## config.mk

```make
export PLATFORM = sky130hd
export DESIGN_NAME = lcd_hd44780_responder_flat
export DESIGN_NICKNAME = d
export VERILOG_FILES = /design/src/rtl/lcd_hd44780_responder_if.sv /design/src/rtl/lcd_hd44780_responder.sv /design/src/flat_wrapper.sv
export SDC_FILE = /design/constraint.sdc
export NUM_CORES = 1
export LEC_CHECK = 0
export CELL_PAD_IN_SITES_DETAIL_PLACEMENT = 0
export CELL_PAD_IN_SITES_GLOBAL_PLACEMENT = 1
export CORE_MARGIN = 3
export CORE_UTILIZATION = 45
export CTS_CLUSTER_SIZE = 10
export DETAILED_ROUTE_END_ITERATION = 12
export PLACE_DENSITY_LB_ADDON = 0.05
export SLEW_MARGIN = 20
export SYNTH_ARGS = -nofsm -noshare
export SYNTH_HDL_FRONTEND = slang
export SYNTH_SLANG_ARGS = --single-unit
```

## constraint.sdc

```tcl
create_clock -name clk_clk -period 3.2 [get_ports clk_clk]
set_clock_uncertainty 0.05 [all_clocks]
set_input_delay 0.8 -clock clk_clk [delete_from_list [all_inputs] [get_ports clk_clk]]
set_output_delay 0.8 -clock clk_clk [all_outputs]
set_load 0.01 [all_outputs]
```

## src/rtl/lcd_hd44780_responder_if.sv

```systemverilog
// rtl/lcd_hd44780_responder_if.sv - host-side HD44780 LCD pin bundle
interface lcd_hd44780_responder_if;
  logic [7:0] lcd_DATA_in;
  logic [7:0] lcd_DATA_out;
  logic       lcd_DATA_oe;
  logic       lcd_EN;
  logic       lcd_RS;
  logic       lcd_RW;
  logic       lcd_ON;
  logic       lcd_BLON;

  modport master (
    output lcd_DATA_in, lcd_EN, lcd_RS, lcd_RW, lcd_ON, lcd_BLON,
    input  lcd_DATA_out, lcd_DATA_oe
  );

  modport slave (
    input  lcd_DATA_in, lcd_EN, lcd_RS, lcd_RW, lcd_ON, lcd_BLON,
    output lcd_DATA_out, lcd_DATA_oe
  );
endinterface

```

## src/rtl/lcd_hd44780_responder.sv

```systemverilog
// rtl/lcd_hd44780_responder.sv - HD44780 controller model: 2x16 DDRAM, busy timing, host bus responder
module lcd_hd44780_responder #(
  parameter int BUSY_CYCLES  = 2000,
  parameter int CLEAR_CYCLES = 80000
) (
  input  logic                    clk_clk,
  input  logic                    reset_reset_n,
  lcd_hd44780_responder_if.slave  lcd,
  input  logic [4:0]              view_addr,
  output logic [7:0]              view_char,
  output logic                    busy,
  output logic                    disp_on,
  output logic [6:0]              ddram_addr,
  output logic                    err
);

  typedef enum logic [1:0] {IDLE, CLEARING, BUSY} state_t;

  state_t      state, state_n;
  logic [31:0] cnt, cnt_n;
  logic [4:0]  clr_idx, clr_idx_n;
  logic        clr_tail, clr_tail_n;
  logic        init_pending, init_pending_n;

  logic [10:0] s1, s2, s3;
  logic [6:0]  ac;
  logic        id, disp, cg_mode;
  logic [7:0]  mem [32];

  logic        mem_we;
  logic [4:0]  mem_waddr;
  logic [7:0]  mem_wdata;

  // Stage packing: {EN, RS, RW, DATA}
  always_ff @(posedge clk_clk or negedge reset_reset_n) begin
    if (!reset_reset_n) begin
      s1 <= '0;
      s2 <= '0;
      s3 <= '0;
    end else begin
      s1 <= {lcd.lcd_EN, lcd.lcd_RS, lcd.lcd_RW, lcd.lcd_DATA_in};
      s2 <= s1;
      s3 <= s2;
    end
  end

  logic       sy_en, sy_rs, sy_rw, x_en, x_rs, x_rw;
  logic [7:0] x_data;
  assign sy_en  = s2[10];
  assign sy_rs  = s2[9];
  assign sy_rw  = s2[8];
  assign x_en   = s3[10];
  assign x_rs   = s3[9];
  assign x_rw   = s3[8];
  assign x_data = s3[7:0];

  logic en_fall, wr_fall, rd_data_fall, accept, reject, is_clear, is_home;
  assign en_fall      = !sy_en && x_en;
  assign wr_fall      = en_fall && !x_rw;
  assign rd_data_fall = en_fall && x_rw && x_rs;
  assign accept       = wr_fall && (state == IDLE) && !init_pending;
  assign reject       = wr_fall && !accept;
  assign is_clear     = !x_rs && (x_data == 8'h01);
  assign is_home      = !x_rs && (x_data[7:1] == 7'b0000001);

  logic       ac_ok;
  logic [4:0] ac_cell;
  always_comb begin
    ac_ok   = 1'b0;
    ac_cell = {1'b0, ac[3:0]};
    if (ac[6:4] == 3'b000) begin
      ac_ok = 1'b1;
    end else if (ac[6:4] == 3'b100) begin
      ac_ok   = 1'b1;
      ac_cell = {1'b1, ac[3:0]};
    end
  end

  // Two 40-character lines: 0x00-0x27 and 0x40-0x67, wrapping into each other
  function automatic logic [6:0] ac_step(input logic [6:0] a, input logic inc);
    if (inc) begin
      if (a == 7'h27)      ac_step = 7'h40;
      else if (a == 7'h67) ac_step = 7'h00;
      else                 ac_step = a + 7'd1;
    end else begin
      if (a == 7'h00)      ac_step = 7'h67;
      else if (a == 7'h40) ac_step = 7'h27;
      else                 ac_step = a - 7'd1;
    end
  endfunction

  always_ff @(posedge clk_clk or negedge reset_reset_n) begin
    if (!reset_reset_n) begin
      state        <= IDLE;
      cnt          <= '0;
      clr_idx      <= '0;
      clr_tail     <= 1'b0;
      init_pending <= 1'b1;
    end else begin
      state        <= state_n;
      cnt          <= cnt_n;
      clr_idx      <= clr_idx_n;
      clr_tail     <= clr_tail_n;
      init_pending <= init_pending_n;
    end
  end

  always_comb begin
    state_n        = state;
    cnt_n          = cnt;
    clr_idx_n      = clr_idx;
    clr_tail_n     = clr_tail;
    init_pending_n = init_pending;
    case (state)
      IDLE: begin
        if (init_pending) begin
          state_n        = CLEARING;
          clr_idx_n      = '0;
          clr_tail_n     = 1'b0;
          init_pending_n = 1'b0;
        end else if (accept) begin
          if (is_clear) begin
            state_n    = CLEARING;
            clr_idx_n  = '0;
            clr_tail_n = 1'b1;
          end else begin
            state_n = BUSY;
            cnt_n   = is_home ? 32'(CLEAR_CYCLES - 1) : 32'(BUSY_CYCLES - 1);
          end
        end
      end
      CLEARING: begin
        clr_idx_n = clr_idx + 5'd1;
        if (clr_idx == 5'd31) begin
          if (clr_tail) begin
            state_n = BUSY;
            cnt_n   = 32'(CLEAR_CYCLES - 33);
          end else begin
            state_n = IDLE;
          end
        end
      end
      BUSY: begin
        if (cnt == '0) state_n = IDLE;
        else           cnt_n   = cnt - 32'd1;
      end
      default: state_n = IDLE;
    endcase
  end

  assign busy = (state != IDLE);

  always_ff @(posedge clk_clk or negedge reset_reset_n) begin
    if (!reset_reset_n) begin
      ac      <= '0;
      id      <= 1'b1;
      disp    <= 1'b0;
      cg_mode <= 1'b0;
      err     <= 1'b0;
    end else begin
      if (reject) err <= 1'b1;
      if (accept && !x_rs) begin
        casez (x_data)
          8'b1???????: begin ac <= x_data[6:0]; cg_mode <= 1'b0; end
          8'b01??????: cg_mode <= 1'b1;
          8'b001?????: if (!x_data[4]) err <= 1'b1;
          8'b00001???: disp <= x_data[2];
          8'b000001??: id <= x_data[1];
          8'b0000001?: ac <= '0;
          8'b00000001: begin ac <= '0; id <= 1'b1; end
          default: ;
        endcase
      end else if ((accept && x_rs) || rd_data_fall) begin
        ac <= ac_step(ac, id);
      end
    end
  end

  always_comb begin
    mem_we    = 1'b0;
    mem_waddr = clr_idx;
    mem_wdata = 8'h20;
    if (state == CLEARING) begin
      mem_we = 1'b1;
    end else if (accept && x_rs && !cg_mode && ac_ok) begin
      mem_we    = 1'b1;
      mem_waddr = ac_cell;
      mem_wdata = x_data;
    end
  end

  always_ff @(posedge clk_clk) begin
    if (mem_we) mem[mem_waddr] <= mem_wdata;
  end

  // Forward a same-cycle write so the inspection port never shows stale data
  always_ff @(posedge clk_clk or negedge reset_reset_n) begin
    if (!reset_reset_n)
      view_char <= 8'h20;
    else if (mem_we && (mem_waddr == view_addr))
      view_char <= mem_wdata;
    else
      view_char <= mem[view_addr];
  end

  always_comb begin
    if (sy_rs) lcd.lcd_DATA_out = ac_ok ? mem[ac_cell] : 8'h20;
    else       lcd.lcd_DATA_out = {busy, ac};
  end

  assign lcd.lcd_DATA_oe = sy_en && sy_rw;
  assign disp_on         = disp && lcd.lcd_ON;
  assign ddram_addr      = ac;

  logic unused_blon;
  assign unused_blon = lcd.lcd_BLON;

endmodule

```

## src/flat_wrapper.sv

```systemverilog
// flat-port wrapper written by rule: the top's interface ports become plain ports
module lcd_hd44780_responder_flat 
#(
  parameter int BUSY_CYCLES  = 2000,
  parameter int CLEAR_CYCLES = 80000
)
  (clk_clk, reset_reset_n, view_addr, view_char, busy, disp_on, ddram_addr, err, lcd_lcd_DATA_in, lcd_lcd_EN, lcd_lcd_RS, lcd_lcd_RW, lcd_lcd_ON, lcd_lcd_BLON, lcd_lcd_DATA_out, lcd_lcd_DATA_oe);
  lcd_hd44780_responder_if lcd_i ();
  input  logic clk_clk;
  input  logic reset_reset_n;
  input  logic [4:0] view_addr;
  output logic [7:0] view_char;
  output logic busy;
  output logic disp_on;
  output logic [6:0] ddram_addr;
  output logic err;
  input wire logic [$bits(lcd_i.lcd_DATA_in)-1:0] lcd_lcd_DATA_in;
  input wire logic [$bits(lcd_i.lcd_EN)-1:0] lcd_lcd_EN;
  input wire logic [$bits(lcd_i.lcd_RS)-1:0] lcd_lcd_RS;
  input wire logic [$bits(lcd_i.lcd_RW)-1:0] lcd_lcd_RW;
  input wire logic [$bits(lcd_i.lcd_ON)-1:0] lcd_lcd_ON;
  input wire logic [$bits(lcd_i.lcd_BLON)-1:0] lcd_lcd_BLON;
  output wire logic [$bits(lcd_i.lcd_DATA_out)-1:0] lcd_lcd_DATA_out;
  output wire logic [$bits(lcd_i.lcd_DATA_oe)-1:0] lcd_lcd_DATA_oe;
  assign lcd_i.lcd_DATA_in = lcd_lcd_DATA_in;
  assign lcd_i.lcd_EN = lcd_lcd_EN;
  assign lcd_i.lcd_RS = lcd_lcd_RS;
  assign lcd_i.lcd_RW = lcd_lcd_RW;
  assign lcd_i.lcd_ON = lcd_lcd_ON;
  assign lcd_i.lcd_BLON = lcd_lcd_BLON;
  assign lcd_lcd_DATA_out = lcd_i.lcd_DATA_out;
  assign lcd_lcd_DATA_oe = lcd_i.lcd_DATA_oe;
  lcd_hd44780_responder #(.BUSY_CYCLES(BUSY_CYCLES), .CLEAR_CYCLES(CLEAR_CYCLES)) u_core (.clk_clk(clk_clk), .reset_reset_n(reset_reset_n), .lcd(lcd_i), .view_addr(view_addr), .view_char(view_char), .busy(busy), .disp_on(disp_on), .ddram_addr(ddram_addr), .err(err));
endmodule
```

# Word-level counts from Yosys, hierarchy flattened
# Memories as Yosys holds them, arrays and structs flattened. A register that Yosys moved wholly into a read port is not among the register bits.
# Cells that the tools add are included.
totals:
  output_inout_bits: 27
  n_memories: 1
  regBits: 85
  ram_bits: 256
classes:
  n_eq_ne: 23
  add_sub_neg: 4
  reduce_logical: 44
  mux: 50
mem_list:
  columns: ["name", "depth", "word_bits", "rd", "rd_clocked_by_memory_dff", "write_ports", "line_no", "text"]
  rows:
  - ["u_core.mem", 32, 8, 2, 1, 1, "lcd_hd44780_responder.sv:28", "logic [7:0] mem [32];"]
ops:
  columns: ["operator", "n"]
  rows:
  - ["32-bit two-way mux", 6]
  - ["32-bit case mux with 3 select lines", 1]
  - ["7-bit two-way mux", 7]
  - ["5-bit two-way mux", 7]
  - ["32-bit zero test", 1]
  - ["8-bit two-way mux", 4]
  - ["32-bit by 1-bit subtractor with 32-bit output (second input constant)", 1]
  - ["17-bit two-way mux", 1]
  - ["1-bit logical AND", 15]
  - ["7-bit == test (second input constant)", 2]
  - ["7-bit case mux with 2 select lines", 1]
  - ["2-bit nonzero test", 7]
  - ["1-bit two-way mux", 13]
  - ["2-bit two-way mux", 6]
  - ["5-bit case mux with 2 select lines", 1]
  - ["3-bit AND reduction", 3]
  - ["8-bit by 1-bit == test with 1-bit output (second input constant)", 1]
  - ["2-bit by 1-bit inequality test with 1-bit output (second input constant)", 4]
  - ["2-bit AND reduction", 4]
  - ["7-bit by 1-bit adder with 7-bit output (second input constant)", 1]
  - ["7-bit by 1-bit == test with 1-bit output (second input constant)", 1]
  - ["7-bit by 6-bit == test with 1-bit output (second input constant)", 1]
  - ["1-bit zero test", 7]
  - ["7-bit zero test", 1]
  - ["other kinds (20)", 25]

# Depth between registers and ports, before layout
depth:
  depth_word: 12
  depth_mapped: 11
  ltp_nobuf: 9

# Worst setup path before layout
# OpenSTA, ideal clock, no wires.
synth_path:
  path_type: "reg-to-output"
  start: "register u_core.ac[0] (netlist: u_core.ddram_addr[0])"
  end: "output lcd_lcd_DATA_out[0]"
  arrival_time_ns: 2.457
  stages_incl_launch_ff: 7
  setup_slack_ns: -0.107
  cell_sequence: "dfrtp_1 > buf_2 > buf_1 > mux4_2 > mux4_2 > mux2i_1 > o22ai_1"
synth_between:
  elab_chain_cells: 5
synth_lines:
  columns: ["item", "line_no", "text"]
  rows:
  - ["start: declaration", "lcd_hd44780_responder.sv:26", "logic [6:0] ac;"]
  - ["start signal: assignment", "lcd_hd44780_responder.sv:174", "ac <= ac_step(ac, id);"]
  - ["5-bit two-way mux", "lcd_hd44780_responder.sv:73", "end else if (ac[6:4] == 3'b100) begin"]
  - ["5-bit two-way mux", "lcd_hd44780_responder.sv:71", "if (ac[6:4] == 3'b000) begin"]
  - ["memory read 32 x 8 bit", null, null]
  - ["8-bit two-way mux", "lcd_hd44780_responder.sv:207", "if (sy_rs) lcd.lcd_DATA_out = ac_ok ? mem[ac_cell] : 8'h20;"]
  - ["8-bit two-way mux *", "lcd_hd44780_responder.sv:207", null]
  - ["end: declaration", "flat_wrapper.sv:23", "output wire logic [$bits(lcd_i.lcd_DATA_out)-1:0] lcd_lcd_DATA_out;"]
# Mark *: on every way between the ends. The rest lies on a longest branch, timed or not.

# Worst setup path in the final report
layout_path:
  start: "register u_core.ac[0] (netlist: u_core.ddram_addr[0])"
  end: "output lcd_lcd_DATA_out[1]"
layout_between:
  elab_chain_cells: 5
layout_lines:
  columns: ["item", "line_no"]
  rows:
  - ["5-bit two-way mux", "lcd_hd44780_responder.sv:73"]
  - ["5-bit two-way mux *", "lcd_hd44780_responder.sv:71"]
  - ["memory read 32 x 8 bit *", null]
  - ["8-bit two-way mux * (2 in a row)", "lcd_hd44780_responder.sv:207"]
# Marked as above.

==> load_flow_metrics.sql <==
INSERT INTO impl_metrics (metric_group, metric, value, unit) VALUES
('run_status', 'status', 'complete, but fails checks', ''),
('run_status', 'violations', 'setup timing', ''),
('global_routing', 'grt_first_pass_wirelength', '67500', 'µm'),
('synth', 'ys_warn_count', '0', ''),
('synth', 'post_synth_inst_count', '1021', ''),
('drt', 'number_of_drc_markers_in_iteration_0', '860', ''),
('drt', 'detailed_router_iteration_count_before_antenna_repair', '4', ''),
('setup_path', 'r2r_start', 'u_core.s3[8]', ''),
('worst_hold_path', 'hp-class', 'in -> async', ''),
('floorplanning', 'die_area', '39600', 'µm²'),
('floorplanning', 'std_cell_rows', '70', ''),
('global_routing', 'grt_overflow', '0', ''),
('timing', 'final_period_minus_worst_setup_slack', '3.77', 'ns'),
('clock_network', 'cts_sinks', '349', ''),
('synth', 'fraction_of_synthesized_cell_area_taken_by_the_top_area_cell_type', '0.459', ''),
('setup_path', 'timing.critical_path.arrival', '2.92', 'ns'),
('power_and_ir_drop', 'power_leakage', '7.23', 'nW'),
('synth', 'synth-seq-area-share', '0.598', ''),
('final_layout', 'fraction_of_final_layout_cells_with_drive_strength_greater_than_1', '0.345', ''),
('global_routing', 'grt_start_max_net_pins', '39', ''),
('setup_path', 'setup.reg_to_reg.worst_slack', '0.16', 'ns'),
('synth', 'number_of_enable_type_register_cells_in_the_synthesized_netlist', '256', ''),
('clock_network', 'numCtsBuffers', '42', ''),
('timing', 'setup_slack', '-0.575', 'ns'),
('clock_network', 'clk_pin_slew', '0.06', 'ns'),
('floorplanning', 'io-pin-count', '47', ''),
('clock_network', 'tritoncts_clock_tree', 'built', ''),
('drt', 'drtAntennaViolNets', '0', ''),
('timing', 'fmax', '0.265', 'GHz'),
('timing', 'rsz_0062_raised_after_global_routing', 'true', ''),
('synth', 'synth_area_leaders', 'sky130_fd_sc_hd__edfxtp_1 46%, sky130_fd_sc_hd__mux4_2 21%, sky130_fd_sc_hd__dfrtp_1 13%, sky130_fd_sc_hd__nor2_1 1.4%, sky130_fd_sc_hd__a21oi_1 1.3%', ''),
('clock_network', 'hold_buffer_count_at_cts', '0', ''),
('drt', 'via_per_inst', '6.14', ''),
('synth', 'primary_flip_flop_cell_chosen_by_synthesis_mapping', 'sky130_fd_sc_hd__edfxtp_1', ''),
('power_and_ir_drop', 'ir_worst_vdd', '420', 'µV'),
('power_and_ir_drop', 'power-per-cell-area', '729', 'nW/µm²'),
('floorplanning', 'coreArea', '36700', 'µm²'),
('placement', 'gp_congestion', '0.794', ''),
('timing', 'finalCritPeriodShare', '1.18', ''),
('global_routing', 'number_of_antenna_violations_at_the_first_check_in_global_routing', '0', ''),
('setup_path', 'critical_path.slowest_cell', 'sky130_fd_sc_hd__mux4_2', ''),
('synth', 'synthesis.area', '16800', 'µm²'),
('timing', 'hold_violations', '0', ''),
('global_routing', 'number_of_global_route_vias_before_repair', '10257', ''),
('timing', 'maxSlewHeadroom', '0.255', ''),
('global_routing', 'groute.usage.overall', '0.236', ''),
('final_layout', 'areaGrowthSynthToFinish', '20.4', '%'),
('synth', 'ys_seq_elements', '349', ''),
('clock_network', 'worstSkewPairLatency', '0.55', 'ns'),
('setup_path', 'critPathCaptureType', 'output pin', ''),
('setup_path', 'rr_worst_depth', '6', ''),
('drt', 'drc', '0', ''),
('placement', 'placed_cell_area', '18700', 'µm²'),
('setup_path', 'worst_r2r_endpoint', 'u_core.mem[21][3]', ''),
('synth', 'postSynthNetCount', '1051', ''),
('placement', 'post_detailed_placement_half_perimeter_wirelength', '29500', 'µm'),
('setup_path', 'worstSetupPathType', 'reg -> out', ''),
('drt', 'vias', '10320', ''),
('synth', 'syn-mean-instance-area', '16.4', 'µm²'),
('setup_path', 'required', '2.35', 'ns'),
('clock_network', 'cts_htree_levels', '2', ''),
('timing', 'finalSetupViolCount', '8', ''),
('setup_path', 'crit_path_max_fanout', '6', ''),
('synth', 'synthDistinctLibCells', '66', ''),
('timing', 'tightest_slew', '1.11', 'ns'),
('floorplanning', 'floorplan.initialDensity', '0.457', ''),
('clock_network', 'clock_tree.root_cell', 'sky130_fd_sc_hd__clkbuf_16', ''),
('setup_path', 'timing.critical_path.from_type', 'flop', ''),
('final_layout', 'nets', '1213', ''),
('synth', 'synthTopCellsByCount', '256 x sky130_fd_sc_hd__edfxtp_1, 160 x sky130_fd_sc_hd__mux4_2, 90 x sky130_fd_sc_hd__dfrtp_1', ''),
('flow_run', 'max_cap_viol_count', '0', '');
-- worst register-to-register path, cell delays in order, from the launching register on --
cell,delay (ns)
sky130_fd_sc_hd__dfrtp_1,0.41
sky130_fd_sc_hd__or3b_2,0.53
sky130_fd_sc_hd__nor4_4,0.30
sky130_fd_sc_hd__buf_12,0.21
sky130_fd_sc_hd__a31oi_1,0.11
sky130_fd_sc_hd__buf_4,0.19
sky130_fd_sc_hd__nor2_1,0.86
-- cell type report --
| cell class | instances | area (µm²) | area share |
|---|---|---|---|
| clock buffer | 68 | 1190 | 0.0590 |
| timing repair buffer | 184 | 1840 | 0.0910 |
| tap | 468 | 586 | 0.0290 |
| inverter | 20 | 75.1 | 0.00372 |
| clock inverter | 5 | 26.3 | 0.00130 |
| multi-input combinational | 586 | 6450 | 0.319 |
| sequential | 349 | 10000 | 0.497 |
-- routing by layer --
metal	track usage	up-vias	share of wire	routed length, µm
li1	-	4534	-	-
met1	0.345	5436	0.44	20100
met2	0.370	295	0.48	21700
met3	0.0432	55	0.060	2760
met4	0.0664	0	0.022	1010
met5	0	-	0	0
-- through the flow --
step,instances,util,TNS [ns],hold slack (ns)
6_report,1680,0.550,-4.23,0.174
5_1_grt,1680,0.550,-4.84,0.208
4_1_cts,1677,0.549,-4.86,0.172
3_5_place_dp,1596,0.511,-3.06,0.285
3_3_place_gp,1596,0.511,-3.05,0.282
2_1_floorplan,1021,-,0,0.281
-- registers in the layout (all words and copies together), names as in the netlist, 5 cells and up --
signal and count:
u_core.clr_idx 5, u_core.ddram_addr 7, u_core.mem 256, u_core.view_char 8, u_core.cnt 32, u_core.s3 11
u_core.s2 11, u_core.s1 11
-- power by group --
group          leakage [nW]  switching, mW  internal, mW  total, mW
Sequential             3.62          0.193          5.03       5.22
Clock                 0.586           1.80          2.53       4.33
Combinational          3.03           2.61          2.57       5.18
Total                  7.23           4.60          10.1       14.7
-- placed cells by master, fill, tap and decap left out, types with 19 or more instances in the layout --
master / instances
sky130_fd_sc_hd__nor2_1: 58
sky130_fd_sc_hd__edfxtp_1: 256
sky130_fd_sc_hd__o21ai_0: 30
sky130_fd_sc_hd__dfrtp_1: 88
sky130_fd_sc_hd__a21oi_1: 43
sky130_fd_sc_hd__mux4_2: 160
sky130_fd_sc_hd__clkbuf_1: 24
sky130_fd_sc_hd__nand2_1: 29
sky130_fd_sc_hd__mux2_2: 19
sky130_fd_sc_hd__buf_4: 108
sky130_fd_sc_hd__buf_12: 22
sky130_fd_sc_hd__clkbuf_16: 44
sky130_fd_sc_hd__clkdlybuf4s50_1: 34
-- worst max-delay path by stage --
stage	slack, ns	startpoint	depth (start not counted)	endpoint
after floorplan	0.15	u_core.ddram_addr[0]	5	lcd_lcd_DATA_out[0]
after global placement	-0.40	u_core.ddram_addr[0]	6	lcd_lcd_DATA_out[3]
after detailed placement	-0.42	u_core.ddram_addr[0]	7	lcd_lcd_DATA_out[1]
after CTS	-0.67	u_core.ddram_addr[0]	8	lcd_lcd_DATA_out[3]
after global routing	-0.65	u_core.ddram_addr[0]	8	lcd_lcd_DATA_out[1]
final	-0.57	u_core.ddram_addr[0]	8	lcd_lcd_DATA_out[1]
-- cell families (layout without fill, tap and decap cells) --
family | after synthesis | after routing | synth area share
and+or+nand+nor | 222 | 222 | 0.0747
adders and majority gates | 10 | 10 | 0.00746
DFF | 349 | 349 | 0.598
muxes | 193 | 193 | 0.236
AOI/OAI and AO/OA | 156 | 156 | 0.0596
xor gates and xnor gates | 5 | 5 | 0.00261
buffers and inverters | 86 | 277 | 0.0221
-- repair_timing --
action	4_1_cts	5_1_grt
gates resized for setup	44	10
pin swaps	3	1
cloned	3	0
buffers inserted	5	3
setup endpoints to repair	8	16
Note: power is estimated with default switching activity, not from simulation.
==> RTL change (same flow settings) <==
Encoding of `state_t`: now one-hot (3 bits for 3 states).
--- a/src/rtl/lcd_hd44780_responder.sv
+++ b/src/rtl/lcd_hd44780_responder.sv
@@ -14,7 +14,7 @@
   output logic                    err
 );
 
-  typedef enum logic [1:0] {IDLE, CLEARING, BUSY} state_t;
+  typedef enum logic [2:0] {IDLE = 3'b001, CLEARING = 3'b010, BUSY = 3'b100} state_t;
 
   state_t      state, state_n;
   logic [31:0] cnt, cnt_n;
Check against the original RTL: no difference found for any inputs over 4 cycles, from zero or initial values and one cycle with reset_reset_n low; so few cycles prove little.
==> RTL change against the unedited design <==
Sequential cell count increased by 1; routed wire length decreased by 4.2%; clock power about the same; non-clock buffer count decreased by 17; fmax decreased by 3.2%; the flow still finishes with violations (setup timing); synthesized area decreased by 0.81%; total power decreased by 9.9%; worst setup slack got worse by 0.12 ns; design area decreased by 1.6%; highest routed layer unchanged.
==> RTL change: results (changes against the unedited design) <==
Routing
  • Drt pass-1 iters: 5 (was 4)
  • Drt initial violations: 705 (was 860)
  • Wire length per cell: 26.6 um (was 27.1 um)
  • DR vias/cell: 6.10 (was 6.14)

Synthesis
  • Seq/Total Area, Yosys: 0.604 (was 0.598)
  • Post-synth top cells: edfxtp_1 (256), mux4_2 (158), nor2_1 (96), dfrtp_1 (90), clkbuf_1 (45) (was edfxtp_1 (256), mux4_2 (160), dfrtp_1 (90), nor2_1 (64), a21oi_1 (43))
  • Top cells by area, synth: edfxtp_1 (46%), mux4_2 (21%), dfrtp_1 (14%), nor2_1 (2.2%), mux2_2 (1.3%) (was edfxtp_1 (46%), mux4_2 (21%), dfrtp_1 (13%), nor2_1 (1.4%), a21oi_1 (1.3%))
  • Distinct cells, synth: 71 (was 66)
  • Asr flop ratio synth: 0.269 (was 0.266)

GRT
  • Largest net degree at the start of global routing: 44 (was 39)
  • GR Util All Layers: 0.229 (was 0.236)
  • Global-route wire length before repair: 65.6 mm (was 67.5 mm)
  • Vias in the first global route: 10300 (about the same)

Critical path
  • CP arrival: 3.05 ns (was 2.92 ns)
  • Worst-path fanout max: 5 (was 6)

Finish
  • Final nets: 1175 (was 1213)

Timing
  • Final worst-path setup slack: -0.699 ns (was -0.575 ns)
  • Final setup vio count: 8 (unchanged)
  • Slew headroom: 0.312 (was 0.255)

Outcome
  • Failing checks: setup timing (unchanged)
  • Status: complete, but fails checks (unchanged)

Place
  • Placed Cells: 1548 (was 1596)
  • DP HPWL: 28.4 mm (was 29.5 mm)

Power
  • Worst vdd ir: 440 uV (was 420 uV)
  • Leak: 6.73 nW (was 7.23 nW)
==> RTL change: cell type report <==
type | count | area (um^2)
clock inverter | 4 | 22.5
inverter | 12 | 45.0
multi-input combinational | 576 | 6300
clock buffer | 69 | 1190
timing repair buffer | 167 | 1680
tap | 461 | 577
fill | 2858 | 16100
sequential | 350 | 10100
==> RTL change: routing by layer <==
metal,global-route usage,part of all wire,vias up
met2,0.357,0.47,293
met3,0.0413,0.059,53
met1,0.337,0.45,5250
li1,-,-,4400
met5,0,0,-
met4,0.0621,0.021,0
==> RTL change: worst max-delay path, cell delays in order (launching register included) <==
cell     delay, ns
dfrtp_4       0.53
buf_4         0.16
buf_6         0.12
buf_12        0.13
mux4_2        0.43
mux4_2        0.52
mux2i_1       0.20
buf_4         0.15
o22ai_1       0.08
buf_2         0.17
==> RTL change: logic make-up (layout without fill, tap and decap cells) <==
group | after synthesis | in the layout | share of synthesized area
flops | 350 | 350 | 0.604
simple gates | 238 | 238 | 0.0743
mux | 189 | 189 | 0.234
compound gates | 122 | 122 | 0.0520
buf+inv | 83 | 252 | 0.0201
xor+xnor | 21 | 21 | 0.0111
fa+ha+maj | 6 | 6 | 0.00451
==> RTL change: what timing repair did <==
item                       in CTS  in global routing
setup endpoints to repair      24                 52
gates resized for setup        49                  9
setup buffers                  12                  4
cloned                          2                  0
pin swaps                       4                  6
==> RTL change: worst paths after layout <==
check                                     start             endpoint  slack (ns)  cells after the start
hold reg to reg                    u_core.s1[8]         u_core.s2[8]        0.30                      0
setup / recovery           u_core.ddram_addr[0]  lcd_lcd_DATA_out[0]       -0.70                      9
setup reg to reg                u_core.state[0]  u_core.view_char[7]        0.18                      9
min in group clk_clk               u_core.s1[8]         u_core.s2[8]        0.30                      0
hold / removal                    reset_reset_n  u_core.view_char[2]        0.16                      1
max in group asynchronous         reset_reset_n       u_core.cnt[22]        2.16                      2
==> RTL change: power groups by stage <==
stage	combinational [mW]	sequential, mW	clock (mW)
2_1_floorplan	2.04	5.14	0
3_3_place_gp	3.51	5.18	0
3_5_place_dp	3.50	5.18	0
4_1_cts	3.87	5.07	4.43
5_1_grt	4.11	5.08	4.61
6_report	3.87	5.07	4.32
==> RTL change: stage by stage <==
stage / cell area (um^2) / power, mW / TNS [ns]
2_1_floorplan: 16600 / 7.18 / -27.28
3_3_place_gp: 18400 / 8.69 / -3.43
3_5_place_dp: 18400 / 8.68 / -3.92
4_1_cts: 19800 / 13.4 / -5.33
5_1_grt: 19900 / 13.8 / -5.89
6_report: 19900 / 13.3 / -5.39
